**src/rtl/audio_pkg.sv**
```systemverilog
// Shared types and helpers for the record/playback sequencer and its codec-side timing.
package audio_pkg;

   localparam int SAMPLE_W = 16;
   localparam int PROG_W   = 15;

   typedef enum logic [1:0] {
      ST_IDLE   = 2'd0,
      ST_RECORD = 2'd1,
      ST_PLAY   = 2'd2,
      ST_DONE   = 2'd3
   } state_e;

   function automatic int calc_div(input int clk_hz, input int sample_rate);
      return clk_hz / sample_rate;
   endfunction

   function automatic int calc_total(input int sample_rate, input int record_time);
      return sample_rate * record_time;
   endfunction

endpackage

```
**src/rtl/sample_tick_gen.sv**
```systemverilog
// Sample-rate divider: counts 0..DIV-1 and flags the last count; clr_i restarts the count.
module sample_tick_gen #(
   parameter int DIV = 1041
) (
   input  logic clk,
   input  logic rst,
   input  logic clr_i,
   output logic tick_o
);

   localparam int CNT_W = (DIV > 1) ? $clog2(DIV) : 1;
   localparam logic [CNT_W-1:0] LAST = CNT_W'(DIV - 1);

   logic [CNT_W-1:0] cnt_q, cnt_d;

   assign tick_o = (cnt_q == LAST);

   always_comb begin
      cnt_d = cnt_q + 1'b1;
      if (clr_i || tick_o) cnt_d = '0;
   end

   always_ff @(posedge clk or posedge rst) begin
      if (rst) cnt_q <= '0;
      else     cnt_q <= cnt_d;
   end

endmodule

```
**src/rtl/audio_buffer_ctrl.sv**
```systemverilog
// Record/playback sequencer owning the single-port sample RAM.
// States: IDLE passthrough | RECORD write on tick | PLAY read on tick | DONE one-cycle settle
module audio_buffer_ctrl
   import audio_pkg::*;
#(
   parameter int CLK_HZ      = 50_000_000,
   parameter int SAMPLE_RATE = 48000,
   parameter int RECORD_TIME = 2,
   parameter int ADDR_W      = 17
) (
   input  logic                clk,
   input  logic                rst,
   input  logic                key_rec_n,
   input  logic                key_play_n,
   input  logic [SAMPLE_W-1:0] mic_in,
   output logic [ADDR_W-1:0]   ram_addr,
   output logic                ram_we,
   output logic [SAMPLE_W-1:0] ram_wdata,
   input  logic [SAMPLE_W-1:0] ram_rdata,
   output logic [SAMPLE_W-1:0] audio_out,
   output logic [17:0]         ledr,
   output logic                busy
);

   localparam int DIV   = calc_div(CLK_HZ, SAMPLE_RATE);
   localparam int TOTAL = calc_total(SAMPLE_RATE, RECORD_TIME);
   localparam int LEN_W = ADDR_W + 1;
   localparam logic [ADDR_W-1:0] LAST_ADDR = ADDR_W'(TOTAL - 1);
   localparam logic [LEN_W-1:0]  TOTAL_LEN = LEN_W'(TOTAL);

   logic [1:0] rec_sync_q, play_sync_q;
   logic       rec_prev_q, play_prev_q;
   logic       rec_press, play_press;

   state_e                state_q, state_d;
   logic                  tick, div_clr;
   logic [ADDR_W-1:0]     addr_q, addr_d;
   logic [LEN_W-1:0]      rec_len_q, rec_len_d;
   logic [ADDR_W-1:0]     ram_addr_q, ram_addr_d;
   logic                  ram_we_q, ram_we_d;
   logic [SAMPLE_W-1:0]   ram_wdata_q, ram_wdata_d;
   logic [SAMPLE_W-1:0]   audio_q, audio_d;
   logic [1:0]            rd_pipe_q, rd_pipe_d;
   logic                  last_rd;

   // Keys idle high, so the synchronisers reset to 1 to avoid a phantom press.
   assign rec_press  = rec_prev_q  & ~rec_sync_q[1];
   assign play_press = play_prev_q & ~play_sync_q[1];

   assign div_clr = (state_d != state_q);
   assign last_rd = ({1'b0, ram_addr_q} == (rec_len_q - 1'b1));

   sample_tick_gen #(.DIV(DIV)) u_tick (
      .clk    (clk),
      .rst    (rst),
      .clr_i  (div_clr),
      .tick_o (tick)
   );

   always_ff @(posedge clk or posedge rst) begin
      if (rst) begin
         rec_sync_q  <= 2'b11;
         play_sync_q <= 2'b11;
         rec_prev_q  <= 1'b1;
         play_prev_q <= 1'b1;
         state_q     <= ST_IDLE;
         addr_q      <= '0;
         rec_len_q   <= '0;
         ram_addr_q  <= '0;
         ram_we_q    <= 1'b0;
         ram_wdata_q <= '0;
         audio_q     <= '0;
         rd_pipe_q   <= '0;
      end else begin
         rec_sync_q  <= {rec_sync_q[0], key_rec_n};
         play_sync_q <= {play_sync_q[0], key_play_n};
         rec_prev_q  <= rec_sync_q[1];
         play_prev_q <= play_sync_q[1];
         state_q     <= state_d;
         addr_q      <= addr_d;
         rec_len_q   <= rec_len_d;
         ram_addr_q  <= ram_addr_d;
         ram_we_q    <= ram_we_d;
         ram_wdata_q <= ram_wdata_d;
         audio_q     <= audio_d;
         rd_pipe_q   <= rd_pipe_d;
      end
   end

   always_comb begin
      state_d = state_q;
      case (state_q)
         ST_IDLE: begin
            if (rec_press)                          state_d = ST_RECORD;
            else if (play_press && rec_len_q != '0) state_d = ST_PLAY;
         end
         ST_RECORD: begin
            if ((tick && addr_q == LAST_ADDR) || rec_press) state_d = ST_DONE;
         end
         ST_PLAY: begin
            if (play_press)                  state_d = ST_IDLE;
            else if (rd_pipe_q[1] && last_rd) state_d = ST_DONE;
         end
         default: state_d = ST_IDLE;
      endcase
   end

   always_comb begin
      addr_d      = addr_q;
      rec_len_d   = rec_len_q;
      ram_addr_d  = ram_addr_q;
      ram_we_d    = 1'b0;
      ram_wdata_d = ram_wdata_q;
      audio_d     = audio_q;
      rd_pipe_d   = '0;
      case (state_q)
         ST_IDLE: begin
            audio_d = mic_in;
            addr_d  = '0;
         end
         ST_RECORD: begin
            audio_d = mic_in;
            if (tick) begin
               ram_we_d    = 1'b1;
               ram_wdata_d = mic_in;
               ram_addr_d  = addr_q;
               addr_d      = addr_q + 1'b1;
            end
            // A stop press on a tick cycle still counts the sample being written.
            if (tick && addr_q == LAST_ADDR) rec_len_d = TOTAL_LEN;
            else if (rec_press)              rec_len_d = LEN_W'({1'b0, addr_q}) + LEN_W'(tick);
         end
         ST_PLAY: begin
            rd_pipe_d = {rd_pipe_q[0], tick};
            if (tick) begin
               ram_addr_d = addr_q;
               addr_d     = addr_q + 1'b1;
            end
            if (rd_pipe_q[1]) audio_d = ram_rdata;
         end
         default: ;
      endcase
   end

   assign ram_addr  = ram_addr_q;
   assign ram_we    = ram_we_q;
   assign ram_wdata = ram_wdata_q;
   assign audio_out = audio_q;
   assign ledr[0]    = (state_q == ST_RECORD);
   assign ledr[1]    = (state_q == ST_PLAY);
   assign ledr[16:2] = addr_q[ADDR_W-1 -: PROG_W];
   assign ledr[17]   = (rec_len_q != '0);
   assign busy       = ledr[0] | ledr[1];

endmodule

```
**config.mk**
```make
export PLATFORM = sky130hd
export DESIGN_NAME = audio_buffer_ctrl
export DESIGN_NICKNAME = d
export VERILOG_FILES = /design/src/rtl/audio_pkg.sv /design/src/rtl/sample_tick_gen.sv /design/src/rtl/audio_buffer_ctrl.sv
export SDC_FILE = /design/constraint.sdc
export NUM_CORES = 1
export LEC_CHECK = 0
export CELL_PAD_IN_SITES_DETAIL_PLACEMENT = 1
export CELL_PAD_IN_SITES_GLOBAL_PLACEMENT = 1
export CORE_MARGIN = 1
export CORE_UTILIZATION = 41
export DETAILED_ROUTE_END_ITERATION = 10
export PLACE_DENSITY = 0.82
export SLEW_MARGIN = 20
export SYNTH_ARGS = -nofsm -noshare
export SYNTH_HDL_FRONTEND = slang
export SYNTH_SLANG_ARGS = --single-unit
export TNS_END_PERCENT = 100
```
**constraint.sdc**
```tcl
create_clock -name clk -period 5.2 [get_ports clk]
set_clock_uncertainty 0.15 [all_clocks]
set_input_delay 1.04 -clock clk [delete_from_list [all_inputs] [get_ports clk]]
set_output_delay 1.04 -clock clk [all_outputs]
set_load 0.01 [all_outputs]
```
==> metrics.cfg, run 1 <==
[outcome]
status = finished with violations
failed_checks = DRC

[critical_path]
max_stage_delay_ps = 930
rr_endpoint = u_tick.cnt_q[5]$_DFF_PP0_
cp.arrival_ps = 4270
r2r_slack_ps = 1020
r2r-start = rec_len_q[0]$_DFFE_PP0P_
cp-end-kind = flip-flop
cp_slowest_cell = nor3b_1
cp_cell_sequence = inv_1 -> ha_1 -> nor3b_1 -> nand3_1 -> o211ai_1 -> nand3_1 -> a31oi_1 -> o21ai_1 -> o32ai_1
cp_top_family = compound AO/OA/AOI/OAI gates
reg2reg_depth = 9
crit_type = reg -> reg
crit_required_ps = 5290
start_kind = flip-flop
cp_common_cell = nand3_1
crit_buf_inv = 1
path_max_fanout = 12
crit_cells = 9

[floorplanning]
fp-row-count = 43
die_y_um = 121
start_util_pct = 41.9
fp.dieW_um = 121
core_um2 = 13800
die-area_um2 = 14600
ios = 105

[synthesis]
synth_edf_count = 0
synth_seq_area_share_pct = 45.9
synth.distinct_cells = 57
syn_avg_cell_area_um2 = 9.82
ys_warn_count = 0
syn-cell-area_um2 = 5790
netlist_instances = 590
syn_nets = 636
synth_seq_cells = 106
yosys_most_used_dff = dfrtp_1
async_flop_share_pct = 100

[sta]
slew_violations = 0
min_period_ps = 4180
grt_setup_unrepaired = no
final_hold_viol_count = 0
fin_tns_setup_ps = 0
fmax_mhz = 239
setup_violations = 0
fin_crit_sh_pct = 80.3
relSlewSlack_pct = 23.9
worst_slew_pin_slew_ps = 1140

[routing]
wl_per_cell_um = 19.8
vias = 4760
via_per_inst = 5.64
ant_nets = 0
wl_mm = 16.7
drt_iter0_markers = 298
drt_first_pass_iters = 7
drc = 2

[power_and_ir_drop]
p_per_area_nw_per_um2 = 389
p_leak_nw = 2.87
power_mw = 2.79
peakVddDrop_uv = 186

[final_layout]
diodes = 0
nets = 705
syn_to_final_growth_pct = 23.7
layout.cells.non_filler = 844
drive_above_1_share_pct = 10.8
layout_commonest_cell = clkdlybuf4s50_1
layout_common_cells = clkdlybuf4s50_1, dfrtp_1, nand2_1, o21ai_0, nor2_1

[placed_design]
hpwl_mm = 12.2
dpl.cell_count = 828
port_buffers = 104
gp_congestion = 0.819

[clock_network]
cts_setup_buffers = 0
htreeDepth = 3
cts_tree = done
root_buffer = clkbuf_16
cts_made_buffers = 9
clk_latency_ps = 360
cts_resized = 0
path_clk_slew_ps = 70
clock-sinks = 106
clk_path_buf_depth = 2
cts_hold_buffers = 0

[global_route]
grt_pass1_wl_mm = 27.0
grt-ovfl-total = 0
grt_max_degree = 74
antenna_found_initial = 0
grt_pass1_vias = 5068
grt_util_all_layers_pct = 24.0

[min_path]
min_delay_path_depth = 0
min_from = play_sync_q[0]$_DFF_PP1_
worstHoldEndpoint = play_sync_q[1]$_DFF_PP1_
holdCritPathClass = reg -> reg

[flow_run]
drv_cap = 0

[stage by stage]
step | setup WS (ps) | hold WS (ps) | instance area (um2) | utilization (%)
6_report | 1020 | 207 | 7170 | 51.8
5_1_grt | 747 | 209 | 7170 | 51.8
4_1_cts | 805 | 208 | 7160 | 51.8
3_5_place_dp | 853 | 201 | 6840 | 49.5
3_3_place_gp | 1170 | 197 | 6840 | 49.5
2_1_floorplan | 1230 | 195 | 5790 | -
[sequential cells by signal (all words and copies together) (netlist names), 11 cells and up]
signal,count
ram_addr,17
addr_q,17
u_tick.cnt_q,11
audio_out,16
ram_wdata,16
rec_len_q,18
[final cells by class]
| cell class | instances | area, um2 |
|---|---|---|
| Inverter | 18 | 70.1 |
| Clock buffer | 12 | 246 |
| Tap cell | 180 | 225 |
| Sequential cell | 106 | 2660 |
| Clock inverter | 4 | 73.8 |
| Timing Repair Buffer | 109 | 1080 |
| Multi-Input combinational cell | 415 | 2810 |
| Fill cell | 1523 | 6660 |
[logic make-up after synthesis]
kind of cell,synth area share [%]
mux,9.68
fa+ha+maj,2.16
flops,45.9
buf+inv,5.72
simple gates,17.9
compound gates,11.8
xor+xnor,6.80
[power breakdown]
group | internal (mW) | switching [mW]
sequential | 0.945 | 0.119
combinational | 0.404 | 0.575
clock | 0.437 | 0.310
total | 1.79 | 1.00
[worst max-delay path by stage]
stage / start / end / slack [ps]
6_report: rec_len_q[0]$_DFFE_PP0P_ / u_tick.cnt_q[5]$_DFF_PP0_ / 1020
5_1_grt: rec_len_q[0]$_DFFE_PP0P_ / u_tick.cnt_q[5]$_DFF_PP0_ / 750
4_1_cts: rec_len_q[0]$_DFFE_PP0P_ / u_tick.cnt_q[5]$_DFF_PP0_ / 800
3_5_place_dp: rec_len_q[0]$_DFFE_PP0P_ / u_tick.cnt_q[5]$_DFF_PP0_ / 850
3_3_place_gp: rec_len_q[0]$_DFFE_PP0P_ / u_tick.cnt_q[3]$_DFF_PP0_ / 1170
2_1_floorplan: rst / addr_q[0]$_DFFE_PP0P_ / 1230
[metal layers]
| layer | global-route usage (%) | part of all wire [%] |
|---|---|---|
| met3 | 3.38 | 2.6 |
| met2 | 40.3 | 51 |
| met5 | 0 | 0 |
| met1 | 31.2 | 44 |
| met4 | 9.26 | 2.2 |
[synthesized netlist by cell type, drive strengths merged, types with 3 or more instances]
| master | instances | area (um2) |
|---|---|---|
| o32ai | 12 | 113 |
| buf | 23 | 159 |
| clkbuf | 28 | 105 |
| inv | 18 | 67.6 |
| nand2b | 5 | 31.3 |
| nand3 | 30 | 150 |
| nor4b | 4 | 35.0 |
| nand2 | 64 | 240 |
| o211ai | 6 | 45.0 |
| or4 | 3 | 26.3 |
| o31ai | 11 | 82.6 |
| nand4 | 14 | 87.6 |
| mux2 | 32 | 360 |
| or3 | 6 | 37.5 |
| mux2i | 20 | 200 |
| nor3 | 12 | 71.3 |
| o21ai | 40 | 200 |
| and2 | 4 | 25.0 |
| nor2 | 35 | 131 |
| a21oi | 14 | 73.8 |
| and3 | 5 | 31.3 |
| dfrtp | 100 | 2500 |
| xor2 | 16 | 140 |
| dfstp | 6 | 158 |
| nor2b | 4 | 25.0 |
| xnor2 | 29 | 254 |
| a31oi | 5 | 31.3 |
| or2 | 4 | 25.0 |
| nand3b | 3 | 22.5 |
| nor4 | 7 | 56.3 |
| ha | 10 | 125 |
| and4 | 3 | 26.3 |
No activity file was read; power rests on OpenSTA's default activity.
==> run 2: changes to the inputs <==
--- a/config.mk
+++ b/config.mk
@@ -8,9 +8,9 @@
 export CELL_PAD_IN_SITES_DETAIL_PLACEMENT = 1
 export CELL_PAD_IN_SITES_GLOBAL_PLACEMENT = 1
 export CORE_MARGIN = 1
-export CORE_UTILIZATION = 41
+export CORE_UTILIZATION = 37
 export DETAILED_ROUTE_END_ITERATION = 10
-export PLACE_DENSITY = 0.82
+export PLACE_DENSITY = 0.78
 export SLEW_MARGIN = 20
 export SYNTH_ARGS = -nofsm -noshare
 export SYNTH_HDL_FRONTEND = slang
==> constraint.sdc (replaced) <==
create_clock -name clk -period 3.44 [get_ports clk]
set_clock_uncertainty 0.15 [all_clocks]
set_input_delay 0.688 -clock clk [delete_from_list [all_inputs] [get_ports clk]]
set_output_delay 0.688 -clock clk [all_outputs]
set_load 0.01 [all_outputs]
==> run 2 against run 1 <==
The flow now finishes without violations. Worst hold slack worse by 2.5 ps. Sequential power is 51% higher. Utilization is 3.8 points lower. First-iteration DRC count is 9.7% lower. Non-clock buffer count is 15 higher. Critical endpoint is now ledr[17]. Design area is 2.2% higher. Highest routed layer unchanged.
==> metrics.cfg, run 2 (synthesized netlist as in run 1, its figures left out) <==
[final_layout]
drive_above_1_share_pct = 13.4  ; was 10.8%
nets = 720  ; was 705
layout_commonest_cell = clkdlybuf4s50_1  ; unchanged
diodes = 0  ; unchanged
layout_common_cells = clkdlybuf4s50_1, dfrtp_1, nand2_1, o21ai_0, nor2_1  ; unchanged
final_area_um2 = 7320  ; was 7170 um2
nFillCells = 1699  ; was 1,523
largest_reg_flops = 18  ; unchanged
top_register = rec_len_q  ; unchanged
syn_to_final_growth_pct = 26.4  ; was 23.7%

[routing]
drc = 0  ; was 2
wl_per_cell_um = 18.5  ; was 19.8 um
ant_nets = 0  ; unchanged
drt_iter0_markers = 269  ; was 298
via_per_inst = 5.42  ; was 5.64
wl_mm = 16.5  ; was 16.7 mm
drt_first_pass_iters = 4  ; was 7
vias = 4820  ; was 4,760

[sta]
setup_violations = 0  ; unchanged
final_hold_viol_count = 0  ; unchanged
fmax_mhz = 298
grt_setup_unrepaired = no  ; unchanged
slew_violations = 0  ; unchanged
timing.hold.ws_ps = 204  ; was 207 ps
relSlewSlack_pct = 48.6  ; was 23.9%
fin_tns_setup_ps = 0  ; unchanged
worst_slew_pin_slew_ps = 769  ; was 1140 ps
fin_crit_sh_pct = 97.6
min_period_ps = 3360

[floorplanning]
ios = 105  ; unchanged
fp-row-count = 45  ; was 43
start_util_pct = 38.0  ; was 41.9%
die-area_um2 = 16200  ; was 14,600 um2
die_y_um = 127  ; was 121 um
core_um2 = 15300  ; was 13,800 um2
fp.dieW_um = 127  ; was 121 um

[placed_design]
gp_congestion = 0.854  ; was 0.819
postPlaceCellArea_um2 = 6990  ; was 6840 um2
port_buffers = 104  ; unchanged
hpwl_mm = 12.1  ; was 12.2 mm

[global_route]
grt_pass1_wl_mm = 27.0  ; about the same
grt-ovfl-total = 0  ; unchanged
grt_util_all_layers_pct = 21.5  ; was 24.0%
grt_pass1_vias = 5096  ; was 5,068
grt_max_degree = 107  ; was 74
antenna_found_initial = 1  ; was 0

[clock_network]
htreeDepth = 3  ; unchanged
clk_latency_ps = 370  ; was 360 ps
cts_tree = done  ; unchanged
root_buffer = clkbuf_16  ; unchanged
cts_made_buffers = 9  ; unchanged
path_clk_slew_ps = 70  ; about the same
clk_path_buf_depth = 2  ; unchanged
clock-sinks = 106  ; unchanged

[outcome]
status = completed  ; was finished with violations

[power_and_ir_drop]
internal-power_mw = 2.68  ; was 1.79 mW
p_switching_mw = 1.54  ; was 1.00 mW
p_leak_nw = 2.94  ; was 2.87 nW
p_comb_share_pct = 36.7  ; was 35.1%
p_seq_share_pct = 38.0  ; was 38.1%
p_clk_share_pct = 25.3  ; was 26.8%
p_per_area_nw_per_um2 = 577  ; was 389 nW/um2
switching_share_pct = 36.5  ; was 36.0%
peakVddDrop_uv = 326  ; was 186 uV

[critical_path]
cp_slowest_cell = clkdlybuf4s50_1  ; was nor3b_1
r2r_slack_ps = 210  ; was 1020 ps
path_max_fanout = 5  ; was 12
crit_type = reg -> out  ; was reg -> reg
max_stage_delay_ps = 500  ; was 930 ps
cp_top_family = simple AND/OR/NAND/NOR gates  ; was compound AO/OA/AOI/OAI gates
crit_required_ps = 2600  ; was 5290 ps
crit_buf_inv = 3  ; was 1
cp_cell_sequence = inv_1 -> ha_1 -> buf_4 -> or3b_2 -> nor2_2 -> nand3_1 -> clkdlybuf4s50_1  ; was inv_1 -> ha_1 -> nor3b_1 -> nand3_1 -> o211ai_1 -> nand3_1 -> a31oi_1 -> o21ai_1 -> o32ai_1
cp.arrival_ps = 2520  ; was 4270 ps
cp-end-kind = output pin  ; was flip-flop
start_kind = flip-flop  ; unchanged

[flow_run]
drv_cap = 0  ; unchanged

[min_path]
holdCritPathClass = reg -> reg  ; unchanged

==> run 2: changes by cell type in the layout (fill, tap and decap cells not counted), sizes merged <==
| cell | delta |
|---|---|
| inv | -1 |
| clkinv | -1 |
| clkbuf | +1 |
| bufinv | -1 |
| clkinvlp | +2 |
| buf | +15 |
==> run 2: power groups by stage <==
stage          clock, mW  combinational [mW]  sequential [mW]
3_3_place_gp           0                1.47             1.61
4_1_cts             1.09                1.55             1.60
3_5_place_dp           0                1.54             1.62
6_report            1.07                1.55             1.60
5_1_grt             1.12                1.71             1.63
2_1_floorplan          0               0.878             1.61
==> run 2: repair_timing <==
| action | 4_1_cts | 5_1_grt |
|---|---|---|
| gates resized for setup | 1 | 4 |
| hold buffers | 0 | 0 |
| pin swaps | 1 | 0 |
| gates cloned | 0 | 0 |
| setup endpoints to repair | 13 | 7 |
| setup buffers | 2 | 0 |
==> run 2: per-stage QoR <==
stage	instances	setup slack, ps	utilization (%)	power [mW]
finish	890	83.5	48.0	4.23
global route	890	0.172	48.0	4.46
CTS	890	50.0	47.9	4.24
detailed placement	872	-220	45.8	3.16
global placement	872	12.8	45.8	3.08
floorplan	590	221	-	2.49
==> run 2: layer usage <==
| layer | share of wire (%) | up-vias | track usage [%] |
|---|---|---|---|
| met4 | 1.9 | 0 | 7.91 |
| met5 | 0 | - | 0 |
| met3 | 3.7 | 22 | 4.10 |
| met1 | 43 | 2462 | 27.2 |
| li1 | - | 2246 | - |
| met2 | 51 | 90 | 36.7 |
==> run 2: worst paths after layout <==
check / from / end / cells past startpoint
worst max-delay path: rec_len_q[0]$_DFFE_PP0P_ / ledr[17] / 7
worst min-delay path: rec_sync_q[0]$_DFF_PP1_ / rec_sync_q[1]$_DFF_PP1_ / 0
worst max register to register: rec_len_q[0]$_DFFE_PP0P_ / u_tick.cnt_q[1]$_DFF_PP0_ / 8
worst min register to register: rec_sync_q[0]$_DFF_PP1_ / rec_sync_q[1]$_DFF_PP1_ / 0
max in group asynchronous: rst / rec_len_q[16]$_DFFE_PP0P_ / 3
min in group asynchronous: rst / ram_wdata[6]$_DFFE_PP0P_ / 3
==> run 2: cell type report <==
cell class                      count  area, um2  share of cell area (%)
Multi-Input combinational cell    415       2830                    38.6
Clock buffer                       13        250                    3.42
Timing Repair Buffer              124       1200                    16.4
Clock inverter                      3       46.3                   0.632
Tap cell                          211        264                    3.60
Sequential cell                   106       2660                    36.3
Inverter                           18       71.3                   0.974
==> run 3: changes to the inputs <==
--- a/config.mk
+++ b/config.mk
@@ -8,9 +8,10 @@
 export CELL_PAD_IN_SITES_DETAIL_PLACEMENT = 1
 export CELL_PAD_IN_SITES_GLOBAL_PLACEMENT = 1
 export CORE_MARGIN = 1
-export CORE_UTILIZATION = 37
+export CORE_UTILIZATION = 38
+export CTS_BUF_LIST = sky130_fd_sc_hd__clkbuf_2 sky130_fd_sc_hd__clkbuf_4 sky130_fd_sc_hd__clkbuf_8
 export DETAILED_ROUTE_END_ITERATION = 10
-export PLACE_DENSITY = 0.78
+export PLACE_DENSITY = 0.8
 export SLEW_MARGIN = 20
 export SYNTH_ARGS = -nofsm -noshare
 export SYNTH_HDL_FRONTEND = slang
==> run 3 against run 2 <==
Clock-buffer cell count is 2 lower. Wire length decreased by 0.56%. Worst hold slack improved by 12 ps. Largest power group unchanged. Setup slack improved by 21 ps.
==> metrics.cfg, run 3 (synthesized netlist as in run 1, its figures left out) <==
[outcome]
status = completed  ; unchanged

[critical_path]
cp_cell_sequence = or4_1 -> or4_1 -> a21oi_2 -> a2bb2o_4 -> or4_4 -> nor3_4 -> buf_4 -> o32ai_1  ; was inv_1 -> ha_1 -> buf_4 -> or3b_2 -> nor2_2 -> nand3_1 -> clkdlybuf4s50_1
cp.arrival_ps = 3460  ; was 2520 ps
r2r_slack_ps = 100  ; was 210 ps
max_stage_delay_ps = 620  ; was 500 ps
cp-startpoint = rec_len_q[0]$_DFFE_PP0P_  ; unchanged
crit_required_ps = 3560  ; was 2600 ps
cp_slowest_cell = or4_1  ; was clkdlybuf4s50_1
cp_common_cell = or4_1
cp-end-kind = flip-flop  ; was output pin
r2r-start = rec_len_q[0]$_DFFE_PP0P_  ; unchanged
crit_buf_inv = 1  ; was 3
path_max_fanout = 5  ; unchanged
cp_top_family = simple AND/OR/NAND/NOR gates  ; unchanged
start_kind = flip-flop  ; unchanged
crit_type = reg -> reg  ; was reg -> out

[global_route]
met3_usage_pct = 3.59  ; was 4.10%
grt_util_all_layers_pct = 21.7  ; was 21.5%
grt_max_degree = 65  ; was 107
top_usage_layer = met2  ; unchanged
grt-ovfl-total = 0  ; unchanged
grt_pass1_wl_mm = 26.9  ; was 27.0 mm
antenna_found_initial = 0  ; was 1
gr-usage-met1_pct = 27.7  ; was 27.2%
grt_pass1_vias = 5053  ; was 5,096
use_met2_pct = 36.8  ; was 36.7%

[floorplanning]
die_y_um = 125  ; was 127 um
core_um2 = 14700  ; was 15,300 um2
ios = 105  ; unchanged
fp-row-count = 44  ; was 45
start_util_pct = 39.4  ; was 38.0%
die-area_um2 = 15700  ; was 16,200 um2
fp.dieW_um = 125  ; was 127 um

[routing]
drt_iter0_markers = 225  ; was 269
drt_first_pass_iters = 4  ; unchanged
ant_nets = 0  ; unchanged
wl_per_cell_um = 19.1  ; was 18.5 um
wl_mm = 16.4  ; was 16.5 mm
drc = 0  ; unchanged
via_per_inst = 5.52  ; was 5.42
vias = 4749  ; was 4,820

[sta]
fin_crit_sh_pct = 97.0  ; was 97.6%
timing.hold.ws_ps = 216  ; was 204 ps
relSlewSlack_pct = 50.4  ; was 48.6%
min_period_ps = 3340  ; was 3360 ps
final_hold_viol_count = 0  ; unchanged
fmax_mhz = 300  ; was 298 MHz
setup_violations = 0  ; unchanged
setup_ws_ps = 104  ; was 83.5 ps
slew_violations = 0  ; unchanged
grt_setup_unrepaired = no  ; unchanged
fin_tns_setup_ps = 0  ; unchanged
worst_slew_pin_slew_ps = 743  ; was 769 ps

[min_path]
min_from = play_sync_q[0]$_DFF_PP1_  ; was rec_sync_q[0]$_DFF_PP1_
holdCritPathClass = reg -> reg  ; unchanged

[power_and_ir_drop]
p_leak_nw = 2.91  ; was 2.94 nW
p_seq_share_pct = 39.3  ; was 38.0%
p_per_area_nw_per_um2 = 560  ; was 577 nW/um2
p_comb_share_pct = 38.7  ; was 36.7%
internal-power_mw = 2.54  ; was 2.68 mW
peakVddDrop_uv = 275  ; was 326 uV
p_clk_share_pct = 22.1  ; was 25.3%
switching_share_pct = 37.0  ; was 36.5%
p_switching_mw = 1.50  ; was 1.54 mW
power_mw = 4.04  ; was 4.23 mW

[flow_run]
drv_cap = 0  ; unchanged

[placed_design]
hpwl_mm = 12.3  ; was 12.1 mm
postPlaceCellArea_um2 = 6950  ; was 6990 um2
dpl.cell_count = 844  ; was 872
place_ws_ps = -239  ; was -220 ps
port_buffers = 104  ; unchanged
gp_congestion = 0.900  ; was 0.854

[clock_network]
cts_made_buffers = 9  ; unchanged
clk_path_buf_depth = 2  ; unchanged
root_buffer = clkbuf_8  ; was clkbuf_16
clk_latency_ps = 390  ; was 370 ps
htreeDepth = 3  ; unchanged
clock-sinks = 106  ; unchanged
cts_tree = done  ; unchanged
path_clk_slew_ps = 100  ; was 70 ps

[final_layout]
final_area_um2 = 7220  ; was 7320 um2
layout_common_cells = clkdlybuf4s50_1, dfrtp_1, nand2_1, o21ai_0, nor2_1  ; unchanged
top_register = rec_len_q  ; unchanged
layout_commonest_cell = clkdlybuf4s50_1  ; unchanged
diodes = 0  ; unchanged
largest_reg_flops = 18  ; unchanged
drive_above_1_share_pct = 13.4  ; about the same
nets = 719  ; was 720
syn_to_final_growth_pct = 24.6  ; was 26.4%
layout.cells.non_filler = 861  ; was 890
utilization_pct = 49.1  ; was 48.0%

-- run 3: changes by cell type in the layout (fill, tap and decap cells not counted), sizes merged --
cell      previous run  this run
bufinv               1         2
clkbuf              13        11
clkinv               0         1
clkinvlp             2         1
buf                 20        19
-- run 3: timing repair --
item,in CTS,in global routing
hold buffers,0,0
buffers inserted,2,0
pin swaps,1,0
gates resized for setup,1,3
setup endpoints to repair,13,15
endpoints found under the hold margin,0,0
-- run 3: area by class of cell --
type	instances	area (um2)
Clock inverter	4	73.8
Clock buffer	11	151
Sequential cell	106	2660
Inverter	18	71.3
Timing Repair Buffer	123	1210
Fill cell	1627	7480
Tap cell	184	230
Multi-Input combinational cell	415	2820
-- run 3: layer usage --
metal,share of wire [%],up-vias
li1,-,2237
met1,44,2422
met2,51,66
met3,2.8,24
met4,2.2,0
met5,0,-
-- run 3: worst reg2reg max path: cells and delay by family, from the launching register on --
family                 cells  cell delay [ps]
DFF                        1              440
AOI/OAI and AO/OA          3              490
buffers and inverters      1              180
and+or+nand+nor            4             1970
-- run 3: worst paths after layout --
path                            cells after the start                         to
worst min register to register                      0   play_sync_q[1]$_DFF_PP1_
worst max register to register                      8  u_tick.cnt_q[3]$_DFF_PP0_
min in group asynchronous                           2    ram_addr[5]$_DFFE_PP0P_
worst min-delay path                                0   play_sync_q[1]$_DFF_PP1_
max in group asynchronous                           3  rec_len_q[17]$_DFFE_PP0P_
worst max-delay path                                8  u_tick.cnt_q[3]$_DFF_PP0_
-- run 3: power by group through the flow --
stage	sequential (mW)	combinational, mW	clock (mW)
3_5_place_dp	1.61	1.56	0
5_1_grt	1.61	1.72	0.940
2_1_floorplan	1.61	0.878	0
4_1_cts	1.58	1.57	0.907
6_report	1.59	1.56	0.891
3_3_place_gp	1.59	1.50	0
